### config.mk
export PLATFORM = sky130hd
export DESIGN_NAME = pht_table_flat
export DESIGN_NICKNAME = d
export VERILOG_FILES = /design/src/rtl/pht_table_if.sv /design/src/rtl/pht_table.sv /design/src/flat_wrapper.sv
export SDC_FILE = /design/constraint.sdc
export NUM_CORES = 1
export LEC_CHECK = 0
export ABC_CLOCK_PERIOD_IN_PS = 2000
export BUFFER_PORTS_ARGS = -buffer_cell sky130_fd_sc_hd__buf_4
export CORE_AREA = 3 3 119 92
export DETAILED_ROUTE_END_ITERATION = 7
export DIE_AREA = 0 0 122 95
export REMOVE_ABC_BUFFERS = 1
export SLEW_MARGIN = 40
export SYNTH_ARGS = -nofsm -noshare
export SYNTH_HDL_FRONTEND = slang
export SYNTH_SLANG_ARGS = --single-unit
### constraint.sdc
create_clock -name clk -period 2 [get_ports clk]
set_clock_uncertainty 0.15 [all_clocks]
set_input_delay 0 -clock clk [delete_from_list [all_inputs] [get_ports clk]]
set_output_delay 0 -clock clk [all_outputs]
set_load 0.005 [all_outputs]
### src/rtl/pht_table_if.sv
// rtl/pht_table_if.sv - Lookup/update/clear bundle for the pattern history table.
//
// Purpose: carries the predict, update and clear/busy signals between the
//          fetch/resolution logic (master) and pht_table (slave).
// Signals: pred_valid_i, pred_index_i      lookup request
//          pred_valid_o, pred_taken_o,
//          pred_ctr_o                      registered lookup result
//          upd_valid_i, upd_index_i,
//          upd_taken_i                     resolved-branch update
//          clear_i, busy_o                 clear sweep control/status
//          upd_pred_i, stat_upd_o,
//          stat_miss_o                     only with PHT_STATS_EN defined
interface pht_table_if #(
  parameter int INDEX_W = 4,
  parameter int CTR_W   = 2
);
  logic               pred_valid_i;
  logic [INDEX_W-1:0] pred_index_i;
  logic               pred_valid_o;
  logic               pred_taken_o;
  logic [CTR_W-1:0]   pred_ctr_o;
  logic               upd_valid_i;
  logic [INDEX_W-1:0] upd_index_i;
  logic               upd_taken_i;
  logic               clear_i;
  logic               busy_o;
`ifdef PHT_STATS_EN
  logic               upd_pred_i;
  logic [15:0]        stat_upd_o;
  logic [15:0]        stat_miss_o;
`endif

  modport master (
    output pred_valid_i, pred_index_i,
    input  pred_valid_o, pred_taken_o, pred_ctr_o,
    output upd_valid_i, upd_index_i, upd_taken_i,
    output clear_i,
`ifdef PHT_STATS_EN
    output upd_pred_i,
    input  stat_upd_o, stat_miss_o,
`endif
    input  busy_o
  );

  modport slave (
    input  pred_valid_i, pred_index_i,
    output pred_valid_o, pred_taken_o, pred_ctr_o,
    input  upd_valid_i, upd_index_i, upd_taken_i,
    input  clear_i,
`ifdef PHT_STATS_EN
    input  upd_pred_i,
    output stat_upd_o, stat_miss_o,
`endif
    output busy_o
  );
endinterface

### src/rtl/pht_table.sv
// rtl/pht_table.sv - Parametrised pattern history table with clear sweep.
//
// Purpose: DEPTH = 2**INDEX_W saturating CTR_W-bit counters. Registered lookup
//          with same-cycle update bypass, saturating update, and a clear
//          sweep FSM (IDLE/CLEAR) that rewrites one entry per cycle to INIT_VAL.
// Ports:   clk    rising-edge clock
//          reset  asynchronous active-high reset
//          bus    pht_table_if.slave (lookup, update, clear_i, busy_o)
// Option:  PHT_STATS_EN adds upd_pred_i and the stat_upd_o/stat_miss_o
//          saturating 16-bit update/mispredict counters.
module pht_table #(
  parameter int INDEX_W  = 4,
  parameter int CTR_W    = 2,
  parameter int INIT_VAL = 0
) (
  input  logic        clk,
  input  logic        reset,
  pht_table_if.slave  bus
);
  localparam int DEPTH = 2 ** INDEX_W;
  localparam logic [CTR_W-1:0] INIT_CTR    = CTR_W'(INIT_VAL);
  localparam logic [CTR_W-1:0] CTR_MAX     = {CTR_W{1'b1}};
  localparam logic [CTR_W:0]   CTR_MAX_EXT = {1'b0, CTR_MAX};
  localparam logic [INDEX_W-1:0] LAST_IDX  = INDEX_W'(DEPTH - 1);

  typedef enum logic {IDLE = 1'b0, CLEAR = 1'b1} state_t;

  state_t             state_q, state_d;
  logic [INDEX_W-1:0] ptr_q, ptr_d;
  logic [CTR_W-1:0]   table_q [DEPTH];
  logic [CTR_W-1:0]   table_d [DEPTH];
  logic               pred_valid_q, pred_valid_d;
  logic               pred_taken_q, pred_taken_d;
  logic [CTR_W-1:0]   pred_ctr_q, pred_ctr_d;
  logic               busy_q, busy_d;

  logic               idle;
  logic               upd_acc;
  logic [CTR_W-1:0]   upd_cur;
  logic [CTR_W:0]     upd_inc;
  logic [CTR_W:0]     upd_dec;
  logic [CTR_W-1:0]   upd_new;
  logic [CTR_W-1:0]   look_ctr;

  assign idle    = (state_q == IDLE);
  assign upd_acc = idle && bus.upd_valid_i;

  // Arithmetic one bit wider than the counter so saturation is detected
  // before any wrap: overflow shows as > max, underflow sets the extra MSB.
  always_comb begin
    upd_cur = table_q[bus.upd_index_i];
    upd_inc = {1'b0, upd_cur} + 1'b1;
    upd_dec = {1'b0, upd_cur} - 1'b1;
    upd_new = upd_cur;
    if (bus.upd_taken_i) begin
      upd_new = (upd_inc > CTR_MAX_EXT) ? CTR_MAX : upd_inc[CTR_W-1:0];
    end else begin
      upd_new = upd_dec[CTR_W] ? '0 : upd_dec[CTR_W-1:0];
    end
  end

  always_comb begin
    state_d      = state_q;
    ptr_d        = ptr_q;
    table_d      = table_q;
    pred_valid_d = 1'b0;
    pred_taken_d = pred_taken_q;
    pred_ctr_d   = pred_ctr_q;
    look_ctr     = table_q[bus.pred_index_i];

    // Bypass: a lookup racing an update of the same entry sees the new value.
    if (upd_acc && (bus.upd_index_i == bus.pred_index_i)) begin
      look_ctr = upd_new;
    end

    case (state_q)
      IDLE: begin
        if (bus.upd_valid_i) begin
          table_d[bus.upd_index_i] = upd_new;
        end
        if (bus.pred_valid_i) begin
          pred_valid_d = 1'b1;
          pred_ctr_d   = look_ctr;
          pred_taken_d = look_ctr[CTR_W-1];
        end
        if (bus.clear_i) begin
          state_d = CLEAR;
          ptr_d   = '0;
        end
      end
      CLEAR: begin
        table_d[ptr_q] = INIT_CTR;
        ptr_d          = ptr_q + 1'b1;
        if (ptr_q == LAST_IDX) begin
          state_d = IDLE;
        end
      end
      default: state_d = IDLE;
    endcase

    busy_d = (state_d == CLEAR);
  end

  always_ff @(posedge clk or posedge reset) begin
    if (reset) begin
      state_q      <= IDLE;
      ptr_q        <= '0;
      pred_valid_q <= 1'b0;
      pred_taken_q <= 1'b0;
      pred_ctr_q   <= '0;
      busy_q       <= 1'b0;
      for (int i = 0; i < DEPTH; i++) begin
        table_q[i] <= INIT_CTR;
      end
    end else begin
      state_q      <= state_d;
      ptr_q        <= ptr_d;
      pred_valid_q <= pred_valid_d;
      pred_taken_q <= pred_taken_d;
      pred_ctr_q   <= pred_ctr_d;
      busy_q       <= busy_d;
      table_q      <= table_d;
    end
  end

  assign bus.pred_valid_o = pred_valid_q;
  assign bus.pred_taken_o = pred_taken_q;
  assign bus.pred_ctr_o   = pred_ctr_q;
  assign bus.busy_o       = busy_q;

`ifdef PHT_STATS_EN
  logic [15:0] stat_upd_q, stat_upd_d;
  logic [15:0] stat_miss_q, stat_miss_d;

  // An accepted clear wins over an update in the same cycle.
  always_comb begin
    stat_upd_d  = stat_upd_q;
    stat_miss_d = stat_miss_q;
    if (idle && bus.clear_i) begin
      stat_upd_d  = '0;
      stat_miss_d = '0;
    end else if (upd_acc) begin
      if (stat_upd_q != 16'hFFFF) begin
        stat_upd_d = stat_upd_q + 16'd1;
      end
      if ((bus.upd_pred_i != bus.upd_taken_i) && (stat_miss_q != 16'hFFFF)) begin
        stat_miss_d = stat_miss_q + 16'd1;
      end
    end
  end

  always_ff @(posedge clk or posedge reset) begin
    if (reset) begin
      stat_upd_q  <= '0;
      stat_miss_q <= '0;
    end else begin
      stat_upd_q  <= stat_upd_d;
      stat_miss_q <= stat_miss_d;
    end
  end

  assign bus.stat_upd_o  = stat_upd_q;
  assign bus.stat_miss_o = stat_miss_q;
`endif
endmodule

### src/flat_wrapper.sv
// flat-port wrapper written by rule: the top's interface ports become plain ports
module pht_table_flat 
#(
  parameter int INDEX_W  = 4,
  parameter int CTR_W    = 2,
  parameter int INIT_VAL = 0
)
  (clk, reset, bus_pred_valid_i, bus_pred_index_i, bus_pred_valid_o, bus_pred_taken_o, bus_pred_ctr_o, bus_upd_valid_i, bus_upd_index_i, bus_upd_taken_i, bus_clear_i, bus_busy_o);
  pht_table_if #(.INDEX_W(INDEX_W), .CTR_W(CTR_W)) bus_i ();
  input  logic clk;
  input  logic reset;
  input wire logic [$bits(bus_i.pred_valid_i)-1:0] bus_pred_valid_i;
  input wire logic [$bits(bus_i.pred_index_i)-1:0] bus_pred_index_i;
  output wire logic [$bits(bus_i.pred_valid_o)-1:0] bus_pred_valid_o;
  output wire logic [$bits(bus_i.pred_taken_o)-1:0] bus_pred_taken_o;
  output wire logic [$bits(bus_i.pred_ctr_o)-1:0] bus_pred_ctr_o;
  input wire logic [$bits(bus_i.upd_valid_i)-1:0] bus_upd_valid_i;
  input wire logic [$bits(bus_i.upd_index_i)-1:0] bus_upd_index_i;
  input wire logic [$bits(bus_i.upd_taken_i)-1:0] bus_upd_taken_i;
  input wire logic [$bits(bus_i.clear_i)-1:0] bus_clear_i;
  output wire logic [$bits(bus_i.busy_o)-1:0] bus_busy_o;
  assign bus_i.pred_valid_i = bus_pred_valid_i;
  assign bus_i.pred_index_i = bus_pred_index_i;
  assign bus_pred_valid_o = bus_i.pred_valid_o;
  assign bus_pred_taken_o = bus_i.pred_taken_o;
  assign bus_pred_ctr_o = bus_i.pred_ctr_o;
  assign bus_i.upd_valid_i = bus_upd_valid_i;
  assign bus_i.upd_index_i = bus_upd_index_i;
  assign bus_i.upd_taken_i = bus_upd_taken_i;
  assign bus_i.clear_i = bus_clear_i;
  assign bus_busy_o = bus_i.busy_o;
  pht_table #(.INDEX_W(INDEX_W), .CTR_W(CTR_W), .INIT_VAL(INIT_VAL)) u_core (.clk(clk), .reset(reset), .bus(bus_i));
endmodule
Word level (Yosys, flattened, before mapping)
Index checks and enable logic that the tools add are counted.

cells by class
  add/subtract/negate cells = 3
  $lt $le $gt $ge = 6
  equality and inequality tests = 4
  mux-type cells = 24
  bitwise logic cells = 6
  reductions and logical operators = 5

operator list
  cell                                                                          count
  32-bit case mux with 2 select lines                                           1
  32-bit AND                                                                    1
  32-bit bitwise mux                                                            1
  32-bit 2-to-1 mux                                                             1
  32-bit inverter                                                               1
  2-bit 2-to-1 mux                                                              10
  2-bit binary-select mux with 4-bit select                                     2
  2-bit demux with 4-bit select                                                 2
  5-bit >= comparator, second input constant                                    3
  4-bit inverter with 5-bit output                                              3
  5-bit by 1-bit less-than comparator with 1-bit output, second input constant  2
  4-bit case mux with 2 select lines                                            1
  4-bit by 1-bit adder with 4-bit output, second input constant                 1
  4-bit equality test                                                           1
  4-bit equality test, second input constant                                    1
  1-bit logical AND                                                             4
  1-bit 2-to-1 mux                                                              4
  4-bit 2-to-1 mux                                                              1
  2-bit != test, second input constant                                          2
  2-bit by 1-bit adder with 3-bit output, second input constant                 1
  3-bit by 2-bit > comparator with 1-bit output, second input constant          1
  2-bit by 1-bit subtractor with 3-bit output, second input constant            1
  1-bit case mux with 2 select lines                                            1
  2-bit AND reduction                                                           1
  1-bit inverter                                                                1

word-level totals
  register bits = 41
  input port bits = 14
  output and inout bits = 5

Depth between registers and ports, before layout
  word-level depth = 11
  depth in mapped cells = 8
  mapped depth without buffers = 5

Least setup slack after synthesis
No wires, ideal clock.

  path type = register to register
  start = reg u_core.table_q[25] in the netlist's numbering
  end = reg u_core.table_q[12] in the netlist's numbering
  setup time = 136 ps
  data arrival time = 1635 ps
  slack = 79 ps
  cell stages (with the launch flop) = 7
  period minus slack after synthesis = 1921 ps
  path through = dfrtp_1 > mux4_2 > a22oi_1 > and3_1 > maj3_2 > buf_6 > o22ai_2

on the way
  word-level cells in the longest chain between the ends = 10
  elaborated cells on any way between the ends = 12

ends and longest elaborated chain
  item                                                   line              text
  from (decl)                                            pht_table.sv:30   logic [CTR_W-1:0] table_q [DEPTH];
  from (signal assigned)                                 pht_table.sv:122  table_q <= table_d;
  2-bit binary-select mux with 4-bit select *            pht_table.sv:51   upd_cur = table_q[bus.upd_index_i];
  2-bit 2-to-1 mux (not written as such) * (2 in a row)  pht_table.sv:51
  2-bit by 1-bit adder with 3-bit output                 pht_table.sv:52   upd_inc = {1'b0, upd_cur} + 1'b1;
  3-bit by 2-bit > comparator with 1-bit output          pht_table.sv:56   upd_new = (upd_inc > CTR_MAX_EXT) ? CTR_MAX : upd_inc[CTR_W-1:0];
  2-bit 2-to-1 mux                                       pht_table.sv:56
  2-bit 2-to-1 mux *                                     pht_table.sv:55   if (bus.upd_taken_i) begin
  32-bit bitwise mux *                                   pht_table.sv:79   table_d[bus.upd_index_i] = upd_new;
  32-bit 2-to-1 mux *                                    pht_table.sv:78   if (bus.upd_valid_i) begin
  32-bit case mux with 2 select lines *                  pht_table.sv:76   case (state_q)

Every way passes the cells marked *; elsewhere a longest branch is shown, timed or not. The select of a mux whose other input is x is not followed.
A chain may end at the register's enable or synchronous reset.

Final worst setup path
  start = reg u_core.table_q[26] in the netlist's numbering
  end = reg u_core.table_q[22] in the netlist's numbering

The elaborated chain is that of the path after synthesis.

==> impl_metrics.json <==
{
  "slew-limit-headroom": 0.653,
  "io_buffers": 18,
  "crit_type": "reg2reg",
  "drt_iter0_drc": 183,
  "cp.required_ns": 2.05,
  "grt_pass1_wl_um": 11100,
  "cts_tree": "yes",
  "syn2layout_area_growth_pct": 29.6,
  "clkSlewWorstSetupHoldPaths_ns": 0.06,
  "finalSetupTns_ns": -0.422,
  "die_h_um": 95,
  "initial_core_util": 0.251,
  "core_mm2": 0.00974,
  "wl_per_cell_um": 16.8,
  "h-tree-depth": 2,
  "synthDistinctLibCells": 35,
  "ys_seq_area_frac": 0.409,
  "worstReg2RegStart": "u_core.table_q[26]",
  "tightest_slew_ns": 0.516,
  "utilization": 0.326,
  "synth_area_leaders": "dfrtp_1 (41%), mux4_2 (15%), o21ai_0 (4.9%), o22ai_2 (4.6%), nand2_1 (4.0%)",
  "dpl_cell_area_mm2": 0.00291,
  "first_global_vias": 2054,
  "cap_violations": 0,
  "synth.most_common_cell": "dfrtp_1",
  "insertion_delay_ns": 0.28,
  "highest_layer": "met4",
  "synth_top_cell_area_share": 0.409,
  "grt_max_degree": 41,
  "period_minus_slack_ns": 2.05,
  "antenna_found_initial": 0,
  "p_per_area_mw_per_mm2": 889,
  "synth_top_flop_cell": "dfrtp_1",
  "rows": 31,
  "cts_buffer_depth": 2,
  "drc": 0,
  "setup_ws_ns": -0.0487,
  "p_leak_nw": 1.30,
  "hpwlAfterDp_um": 5090,
  "drt_wl_total_um": 6910,
  "hp-start": "bus_upd_index_i[3]",
  "antenna-diode-count": 0,
  "cp-end-kind": "flip-flop",
  "cts_made_buffers": 5,
  "violations": "setup timing",
  "max_clock_freq_mhz": 488,
  "fin_hold_ws_ns": 0.0226,
  "synth_seq_cells": 40,
  "final-max-slew-violation-count": 0,
  "syn_area_mm2": 0.00245,
  "peakVddDrop_v": 0.000486,
  "dr_wl_met3_um": 493,
  "cts_root_buf": "clkbuf_16",
  "vias": 2026,
  "status": "complete, but fails checks",
  "first_pass_iters": 4,
  "dieArea_mm2": 0.0116,
  "yosysWarningCount": 0,
  "hold_violations": 0,
  "ys_async_sr_fraction": 1.00,
  "dr_wl_met2_um": 3050,
  "timing.final.crit_share": 1.02,
  "cp-start-kind": "flip-flop",
  "die_x_um": 122,
  "synth_edf_count": 0,
  "grt_setup_unrepaired": "true",
  "layout-drive-gt1-share": 0.329,
  "arrival_ns": 2.10,
  "p_total_mw": 2.82,
  "holdPathStages": 3,
  "io_pins": 19,
  "hold-path-endpoint": "u_core.table_q[2]",
  "rr_worst_depth": 6,
  "overflow": 0,
  "postRouteAntennaNets": 0,
  "met1_length_um": 3310,
  "vias_per_cell": 4.92,
  "syn_area_per_cell_um2": 10.4,
  "synthCells": 235,
  "r2r-end": "u_core.table_q[22]",
  "crit_fanout": 9,
  "cts.sinks": 40,
  "nNetsFinal": 298,
  "synth_area_leader_cell": "dfrtp_1",
  "reg2reg_slack_ns": -0.05,
  "stdcell_area_mm2": 0.00317,
  "gp_congestion": 0.869,
  "grt.total_usage": 0.125,
  "setup_violations": 13,
  "yosys-top-cells-count": "dfrtp_1 (40), nand2_1 (26), inv_1 (24), o21ai_0 (24), mux4_2 (16)",
  "min_path_type": "in2reg"
}
-- registers in the layout (all words and copies together), names as in the netlist --
signal,cells
u_core.bus.pred_ctr_o,2
u_core.bus.pred_valid_o,1
u_core.ptr_q,4
u_core.state_q,1
u_core.table_q,32
-- worst max path at each step --
stage	from	depth (start not counted)	end
2_1_floorplan	u_core.table_q[25]	5	u_core.bus.pred_ctr_o[0]
3_3_place_gp	u_core.table_q[0]	6	u_core.table_q[6]
3_5_place_dp	u_core.table_q[0]	6	u_core.table_q[26]
4_1_cts	u_core.table_q[25]	6	u_core.table_q[22]
5_1_grt	u_core.table_q[0]	6	u_core.bus.pred_ctr_o[0]
6_report	u_core.table_q[26]	6	u_core.table_q[22]
-- routing by layer --
layer	vias up	GRT usage
li1	954	-
met1	1008	0.186
met2	56	0.190
met3	8	0.0269
met4	0	0.0205
met5	-	0
-- placed cells by master (no fill, tap or decap), types with 8 or more instances in the layout --
cell type	n
buf_4	42
dfrtp_1	40
nand2_1	26
inv_1	24
mux4_2	16
o21ai_0	15
o211ai_1	12
nand3_1	10
o22ai_2	10
o22ai_1	8
-- stage by stage --
step	instances	setup WS, ns
floorplan	222	0.0515
global placement	398	-0.0263
detailed placement	398	-0.0535
CTS	412	-0.0190
global route	412	-0.0756
finish	412	-0.0487
-- power breakdown --
part | total, mW | internal [mW] | switching [mW]
Sequential | 1.05 | 0.943 | 0.109
Clock | 0.763 | 0.454 | 0.309
Combinational | 1.00 | 0.433 | 0.571
-- logic make-up (layout without fill, tap and decap cells) --
logic type / Yosys count / in the layout / share of synthesized area
simple gates: 64 / 64 / 0.127
compound gates: 63 / 63 / 0.183
flops: 40 / 40 / 0.409
buf+inv: 37 / 82 / 0.0690
mux: 21 / 21 / 0.168
fa+ha+maj: 6 / 6 / 0.0297
xor+xnor: 4 / 4 / 0.0143
-- critical path: stages (launching register included) --
cell     delay (ns)
dfrtp_1        0.40
mux4_2         0.47
nand2_1        0.12
nand4_1        0.13
maj3_2         0.38
buf_12         0.16
o22ai_2        0.16
-- area by class of cell --
class | instances | area [um^2]
Clock inverter | 1 | 5.00
Clock buffer | 6 | 129
Multi-Input combinational cell | 158 | 1340
Sequential cell | 40 | 1000
Fill cell | 985 | 6570
Inverter | 24 | 90.1
Timing Repair Buffer | 51 | 445
Tap cell | 132 | 165
-- timing repair --
item | 4_1_cts | 5_1_grt
endpoints found under the setup margin | 32 | 33
pin swaps | 4 | 9
hold buffers | 5 | 0
resized for setup | 6 | 15
setup buffers | 2 | 0
hold endpoints to repair | 47 | 0
No activity file was read; power rests on OpenSTA's default activity.
